<file path="src/rtl/issue_pkg.sv">
`default_nettype none
// ============================================================================
// Module   : issue_pkg
// Purpose  : Shared definitions for the dual-issue scheduler: the RV32I
//            opcodes the pairing rules depend on, the canonical NOP, and the
//            queue entry layout.
// Ports    : none (package)
// Revision : 1.0 - initial release
// ============================================================================
package issue_pkg;

  localparam logic [6:0] OP     = 7'b0110011;
  localparam logic [6:0] OP_IMM = 7'b0010011;
  localparam logic [6:0] LOAD   = 7'b0000011;
  localparam logic [6:0] STORE  = 7'b0100011;
  localparam logic [6:0] BRANCH = 7'b1100011;
  localparam logic [6:0] JAL    = 7'b1101111;
  localparam logic [6:0] JALR   = 7'b1100111;
  localparam logic [6:0] LUI    = 7'b0110111;
  localparam logic [6:0] AUIPC  = 7'b0010111;

  // addi x0, x0, 0
  localparam logic [31:0] NOP_INSTR = 32'h00000013;

  typedef struct packed {
    logic [31:0] instr;
    logic [31:0] pc;
  } q_entry_t;

endpackage
`default_nettype wire

</file>
<file path="src/rtl/pair_hazard_check.sv">
`default_nettype none
// ============================================================================
// Module   : pair_hazard_check
// Purpose  : Decides whether two adjacent instructions may issue in the same
//            cycle. Purely combinational.
// Ports    : instr_old   in  32  older (head) instruction
//            instr_young in  32  younger instruction
//            pair_ok     out 1   1 = both may issue together
// Revision : 1.0 - initial release
// ============================================================================
module pair_hazard_check (
  input  logic [31:0] instr_old,
  input  logic [31:0] instr_young,
  output logic        pair_ok
);
  import issue_pkg::*;

  logic [6:0] w_op_old;
  logic [6:0] w_op_yng;
  logic [4:0] w_rd_old;
  logic [4:0] w_rs1_yng;
  logic [4:0] w_rs2_yng;
  logic       w_old_writes_rd;
  logic       w_yng_reads_rs1;
  logic       w_yng_reads_rs2;
  logic       w_old_is_ctrl;
  logic       w_old_is_mem;
  logic       w_yng_is_mem;
  logic       w_raw;

  // funct3/funct7 and the old instruction's source fields do not affect pairing
  logic w_unused_bits;
  assign w_unused_bits = ^{instr_old[31:12], instr_young[31:25], instr_young[14:7]};

  assign w_op_old  = instr_old[6:0];
  assign w_op_yng  = instr_young[6:0];
  assign w_rd_old  = instr_old[11:7];
  assign w_rs1_yng = instr_young[19:15];
  assign w_rs2_yng = instr_young[24:20];

  always_comb begin
    w_old_writes_rd = 1'b0;
    case (w_op_old)
      OP, OP_IMM, LOAD, LUI, AUIPC, JAL, JALR: w_old_writes_rd = 1'b1;
      default:                                 w_old_writes_rd = 1'b0;
    endcase
  end

  // Unknown opcodes are treated as rs1 readers (conservative)
  always_comb begin
    w_yng_reads_rs1 = 1'b1;
    case (w_op_yng)
      LUI, AUIPC, JAL: w_yng_reads_rs1 = 1'b0;
      default:         w_yng_reads_rs1 = 1'b1;
    endcase
  end

  always_comb begin
    w_yng_reads_rs2 = 1'b0;
    case (w_op_yng)
      OP, STORE, BRANCH: w_yng_reads_rs2 = 1'b1;
      default:           w_yng_reads_rs2 = 1'b0;
    endcase
  end

  assign w_old_is_ctrl = (w_op_old == BRANCH) || (w_op_old == JAL) || (w_op_old == JALR);
  assign w_old_is_mem  = (w_op_old == LOAD) || (w_op_old == STORE);
  assign w_yng_is_mem  = (w_op_yng == LOAD) || (w_op_yng == STORE);

  assign w_raw = w_old_writes_rd && (w_rd_old != 5'd0) &&
                 ((w_yng_reads_rs1 && (w_rs1_yng == w_rd_old)) ||
                  (w_yng_reads_rs2 && (w_rs2_yng == w_rd_old)));

  assign pair_ok = !w_raw && !w_old_is_ctrl && !(w_old_is_mem && w_yng_is_mem);

endmodule
`default_nettype wire

</file>
<file path="src/rtl/dual_issue_ctrl.sv">
`default_nettype none
// ============================================================================
// Module   : dual_issue_ctrl
// Purpose  : Issue scheduler between dual-slot fetch and dual decode. Buffers
//            fetched pairs in a circular queue, back-pressures fetch and
//            issues one or two head instructions per cycle. Flushed by an
//            execute-stage redirect.
// Config   : `define DUAL_ISSUE_EN enables slot-2 issue and the pair hazard
//            checker; without it the block issues at most one per cycle.
// Ports    : clk, rst (async, active high)
//            FlushE, FetchValidF, InstrF1/2, PCF1/2, StallD  inputs
//            en1, en2                  fetch PC enables
//            IssueValid1/2, InstrD1/2, PCD1/2   issue slots
//            CountQ                    queue occupancy
// Revision : 1.0 - initial release
// ============================================================================
module dual_issue_ctrl #(
  parameter int DEPTH = 4
) (
  input  logic                     clk,
  input  logic                     rst,
  input  logic                     FlushE,
  input  logic                     FetchValidF,
  input  logic [31:0]              InstrF1,
  input  logic [31:0]              InstrF2,
  input  logic [31:0]              PCF1,
  input  logic [31:0]              PCF2,
  input  logic                     StallD,
  output logic                     en1,
  output logic                     en2,
  output logic                     IssueValid1,
  output logic                     IssueValid2,
  output logic [31:0]              InstrD1,
  output logic [31:0]              InstrD2,
  output logic [31:0]              PCD1,
  output logic [31:0]              PCD2,
  output logic [$clog2(DEPTH):0]   CountQ
);
  import issue_pkg::*;

  localparam int PW = $clog2(DEPTH);
  localparam int CW = PW + 1;

  q_entry_t        r_queue [DEPTH];
  logic [PW-1:0]   r_rd_ptr;
  logic [PW-1:0]   r_wr_ptr;
  logic [CW-1:0]   r_count;

  logic [CW-1:0]   w_space;
  logic            w_en;
  logic            w_push;
  logic [1:0]      w_pop;
  logic [CW-1:0]   w_count_next;
  logic [PW-1:0]   w_wr_ptr1;
  q_entry_t        w_head1;

  // Back-pressure uses registered occupancy only; a pop in this cycle is
  // not credited, so fetch may stall one cycle longer than strictly needed.
  assign w_space = CW'(DEPTH) - r_count;
  assign w_en    = (w_space >= CW'(2));
  assign en1     = w_en;
  assign en2     = w_en;

  assign w_push    = FetchValidF && w_en && !FlushE;
  assign w_wr_ptr1 = r_wr_ptr + PW'(1);
  assign w_head1   = r_queue[r_rd_ptr];

  assign IssueValid1 = (r_count != '0) && !FlushE && !StallD;
  assign InstrD1     = IssueValid1 ? w_head1.instr : NOP_INSTR;
  assign PCD1        = IssueValid1 ? w_head1.pc    : 32'd0;

`ifdef DUAL_ISSUE_EN
  logic [PW-1:0] w_rd_ptr1;
  q_entry_t      w_head2;
  logic          w_pair_ok;

  assign w_rd_ptr1 = r_rd_ptr + PW'(1);
  assign w_head2   = r_queue[w_rd_ptr1];

  pair_hazard_check u_pair_hazard_check (
    .instr_old   (w_head1.instr),
    .instr_young (w_head2.instr),
    .pair_ok     (w_pair_ok)
  );

  assign IssueValid2 = IssueValid1 && (r_count >= CW'(2)) && w_pair_ok;
  assign InstrD2     = IssueValid2 ? w_head2.instr : NOP_INSTR;
  assign PCD2        = IssueValid2 ? w_head2.pc    : 32'd0;
`else
  assign IssueValid2 = 1'b0;
  assign InstrD2     = NOP_INSTR;
  assign PCD2        = 32'd0;
`endif

  assign w_pop        = {1'b0, IssueValid1} + {1'b0, IssueValid2};
  assign w_count_next = r_count + (w_push ? CW'(2) : CW'(0)) - CW'(w_pop);
  assign CountQ       = r_count;

  always_ff @(posedge clk or posedge rst) begin
    if (rst) begin
      r_rd_ptr <= '0;
      r_wr_ptr <= '0;
      r_count  <= '0;
      for (int i = 0; i < DEPTH; i++) begin
        r_queue[i] <= '0;
      end
    end else if (FlushE) begin
      // Redirect: drop everything, including this cycle's fetch pair
      r_rd_ptr <= '0;
      r_wr_ptr <= '0;
      r_count  <= '0;
    end else begin
      if (w_push) begin
        r_queue[r_wr_ptr]  <= '{instr: InstrF1, pc: PCF1};
        r_queue[w_wr_ptr1] <= '{instr: InstrF2, pc: PCF2};
        r_wr_ptr           <= r_wr_ptr + PW'(2);
      end
      r_rd_ptr <= r_rd_ptr + PW'(w_pop);
      r_count  <= w_count_next;
    end
  end

endmodule
`default_nettype wire
</file>
<file path="config.mk">
export PLATFORM = sky130hd
export DESIGN_NAME = dual_issue_ctrl
export DESIGN_NICKNAME = d
export VERILOG_FILES = /design/src/rtl/issue_pkg.sv /design/src/rtl/pair_hazard_check.sv /design/src/rtl/dual_issue_ctrl.sv
export SDC_FILE = /design/constraint.sdc
export NUM_CORES = 1
export LEC_CHECK = 0
export ABC_AREA = 1
export BUFFER_PORTS_ARGS = -buffer_cell sky130_fd_sc_hd__buf_2
export CORE_MARGIN = 3
export CORE_UTILIZATION = 40
export DETAILED_ROUTE_END_ITERATION = 16
export PLACE_DENSITY = 0.68
export SLEW_MARGIN = 10
export SYNTH_ARGS = -nofsm -noshare
export SYNTH_HDL_FRONTEND = slang
export SYNTH_SLANG_ARGS = --single-unit
</file>
<file path="constraint.sdc">
create_clock -name clk -period 8.55 [get_ports clk]
set_input_delay 0.4275 -clock clk [delete_from_list [all_inputs] [get_ports clk]]
set_output_delay 0.4275 -clock clk [all_outputs]
set_load 0.01 [all_outputs]
</file>
==> flow_results.org <==
** Final layout
- From synthesis to final layout, the design area changed by 12.5%.
- Area of all placed cells without fillers :: 14800 um^2
- Filler-free cell count of the finished design :: 2286
- Number of nets in the layout :: between 1500 and 2000
- The post-route netlist has 14.8% of its cells at a drive strength greater than 1.

** Global route
- The number of global-route vias before repair was around 12000.
- Entering global routing, the biggest net connects approximately 160 pins.
- Met1 layer usage reported by global route :: between 30 and 40%
- Layer with the highest usage after global routing :: met2
- Global routing consumed, on the met2 layer, a little over a third of the routing resources.
- Across every metal layer, demand over resource in global routing totals 22.0%.
- Initial antenna violation count :: 7
- Met3 global-route usage :: between 4 and 5%
- The first global-routing pass estimated 63.8 mm of wire.
- Final global-route overflow total :: 0

** Logic synthesis
- Top cells by instance count after synthesis :: nand2_1 (529), dfrtp_1 (262), nand3_1 (256)
- Cell taking the most area after synthesis :: dfrtp_1
- After synthesis, the netlist uses 20 different library cells.
- Main synth FF type :: dfrtp_1
- Synth Warn # :: 0
- After synthesis the cells add up to 13200 um^2.
- Mean instance size in the synthesized netlist :: approximately 7.7 um^2
- Sequential share of the synthesized area :: 49.7%
- The top cell type by area accounts for between 40% and 50% of the synthesized area.
- Number of enable flip-flop cells after synthesis :: 0
- Of all flip-flops after synthesis, the portion carrying an async set or reset was 100%.
- Cell count after synthesis :: between 1500 and 2000
- Cell with the most instances after synthesis :: nand2_1
- Synthesis inferred about 260 register bits.
- Yosys attributes the largest share of cell area to dfrtp_1 (50%), nand2_1 (15%), nand3_1 (9.7%).

** Setup path
- WP data required :: 8.12 ns
- Counting buffers and inverters, the worst setup path is 5 cells deep.
- The most critical setup path has its startpoint at r_rd_ptr[0].
- The largest single stage delay on the critical path is between 0.8 and 0.9 ns.
- Worst R2R End :: r_queue[83]
- Among all stages on the critical path, the largest delay is contributed by clkinv_2.
- The critical path ends at PCD1[23].
- Launch point of the worst reg-to-reg path :: CountQ[1]
- Arrival time worst endpoint :: about 3.6 ns
- Setup crit end kind :: output pin
- Setup slack on the worst reg-to-reg path comes out at 5.19 ns.
- The critical path is of the reg2out type.
- Of all nets on the critical path, the largest fanout is between 60 and 70.
- Crit path max-delay family :: buffers and inverters
- Cell breakdown of the critical path :: clkinv_2 > buf_4 > o21ai_0 > a21oi_1 > buf_2
- Together, buffers and inverters on the worst path number 3.
- Number of cells on the worst reg-to-reg path :: 10
- Worst setup SP type :: register

** Timing
- The worst path meets setup with about 4.5 ns of slack.
- RSZ-0062 raised after global routing :: no
- Setup total negative slack on the finished layout was measured at 0 ns.
- Measured slew at the worst slew-check pin :: roughly 1.1 ns
- For this run, the top clock speed supported by timing is 0.250 GHz.
- Period utilisation layout :: a little under half
- Counting I/O delays and the setup requirement, the final critical path takes about 4.0 ns.
- Measured against its own limit, the worst slew margin works out to 27.8%.
- For the final database, setup skew stands at roughly 0.019 ns.
- Max-slew violation total from the final report :: 0
- Final number of hold-violating endpoints :: 0
- Setup violations remaining at the end of the flow were counted as 0.

** Clock tree
- Htree depth :: 1
- Clock latency at the later pin of the worst-skew pair :: between 0.5 and 0.6 ns
- Buffer count from post-CTS setup fixing :: 0
- Number of buffers created by CTS :: 31
- The number of gates resized after CTS was 0.
- Worst-path clk slew :: approximately 0.060 ns
- The root buffer cell chosen for the clock tree is clkbuf_16.
- Clock tree from TritonCTS :: done
- For this design, the sink count on the clock tree is roughly 260.
- For this design, the CTS-stage hold fixing added 0 buffers.
- In this run the deepest clock path goes through 3 buffers.

** Outcome
- The flow ran to the end, and the final reports show no timing, DRC or antenna violations.

** Power
- Per report_power, the clock group accounts for a little under a quarter of the total.
- Power spread over the standard cell area amounts to around 350 nW/um^2.
- Net switching power figure :: approximately 0.0021 W
- Part of the total power dissipated in combinational logic :: 35.0%
- Static leakage :: between 7 and 8 nW
- In this run, flip-flops and latches consume about two fifths of the power.
- Of the total power, the share spent switching nets is 39.7%.
- Internal cell power :: 0.00314 W
- Maximum vdd drop :: about 0.2 mV
- The design draws 0.00521 W.

** Die
- Core Footprint :: 32000 um^2
- Site Rows :: 65
- Die area :: approximately 35000 um^2
- Floorplan die height :: between 150 and 200 um
- Starting density of the core :: between 40% and 50%
- In this run the count of I/O pins placed on the die edge is roughly 270.
- The die is 188 um wide.

** Placed design
- Placed inst area :: between 10000 and 15000 um^2
- Including well taps, the total number of placed cells is 2237.
- Detailed-placement wirelength estimate :: roughly 22 mm
- Before CTS, the worst setup slack after placement is slightly above 5 ns.
- The congestion estimate from routability-driven global placement came to just under 0.8.
- The count of buffers added on input and output ports is 202.

** Worst hold path
- Hold crit path type :: in2async

** Detailed routing
- Number of DRC markers after the initial detailed-route iteration :: about 1200
- Before antenna repair, the detailed router went through 5 iterations.
- After detailed routing, the average wire length per cell comes to about 17 um.
- Routed wire length :: ~39 mm
- Ratio of routed vias to standard cells :: 5.25
- Antenna Nets Post-Route :: 0
- In the routed design, unresolved DRC markers number 0.
- Total via count in the routed design :: 12000

** Flow run
- Max-cap violations in this run came to 0.
==> through the flow <==
stage	util (%)	hold slack, ns
final	46.3	0.00164
after global placement	43.4	0.448
after detailed placement	43.5	0.453
after floorplan	-	0.437
after CTS	46.3	0.0405
after global routing	46.3	0.0641
==> registers in the layout, summed over array words and instances, names as in the netlist <==
| signal | count |
|---|---|
| CountQ | 3 |
| r_queue | 256 |
| r_rd_ptr | 2 |
| r_wr_ptr | 1 |
==> layout by cell type (no fill, tap or decap) <==
master,n
dfrtp_1,260
conb_1,65
inv_8,1
buf_4,12
nand3_2,1
nand3_1,256
nand2_4,2
inv_6,1
buf_12,2
ha_1,7
buf_2,202
clkinv_2,4
diode_2,4
o21ai_0,127
a21oi_1,68
clkbuf_16,31
nor2_4,2
nor2_1,249
inv_1,10
clkbuf_8,7
dfrtp_2,1
inv_2,3
nor3_4,1
nand4_4,1
dfrtp_4,1
inv_4,1
nand2_1,528
clkbuf_1,2
xor2_1,1
clkinv_4,1
==> worst register-to-register path, cell delays in order (launching register included) <==
cell	delay, ns
dfrtp_1	0.39
inv_1	0.08
ha_1	0.19
ha_1	0.29
nand3_2	0.15
nand2_1	0.21
inv_4	0.26
nand2_4	0.65
buf_4	0.73
nand2_1	0.25
nand2_1	0.11
==> routing by layer <==
metal / share of wire, % / vias up
li1: - / 5615
met1: 43 / 5749
met2: 46 / 563
met3: 8.3 / 58
met4: 2.4 / 8
met5: 0.13 / -
==> cell type report <==
cell class | count | area, um^2
clock inverters | 5 | 32.5
repair buffers | 216 | 1140
flip-flops and latches | 262 | 6560
multi-input cells | 1308 | 5610
fillers | 3263 | 17200
inverters | 16 | 71.3
well taps | 435 | 544
clock buffers | 40 | 880
diodes | 4 | 10.0
==> worst min path at each step <==
stage,start,cells past startpoint,slack (ns),endpoint
final,rst,2,0.002,r_queue[240]
after global routing,rst,2,0.06,r_queue[240]
after CTS,rst,2,0.04,r_queue[240]
after detailed placement,r_queue[35],2,0.45,r_queue[35]
after global placement,r_queue[58],2,0.45,r_queue[58]
after floorplan,r_queue[0],2,0.44,r_queue[0]
==> kinds of logic (layout without fill, tap and decap cells) <==
logic type	after synthesis	in the layout	synth area share (%)
xor+xnor	1	1	0.0664
other cells	2	69	0.0569
buf+inv	213	277	9.89
compound gates	195	195	7.40
simple gates	1040	1040	32.2
fa+ha+maj	7	7	0.664
flops	262	262	49.7
==> power groups by stage <==
stage | Combinational [W] | Sequential, W | Clock [W]
final | 0.00182 | 0.00217 | 0.00122
after global routing | 0.00210 | 0.00224 | 0.00130
after CTS | 0.00183 | 0.00216 | 0.00124
after detailed placement | 0.00182 | 0.00217 | 0
after global placement | 0.00178 | 0.00215 | 0
after floorplan | 0.00145 | 0.00208 | 0
No activity file was read; power rests on OpenSTA's default activity.
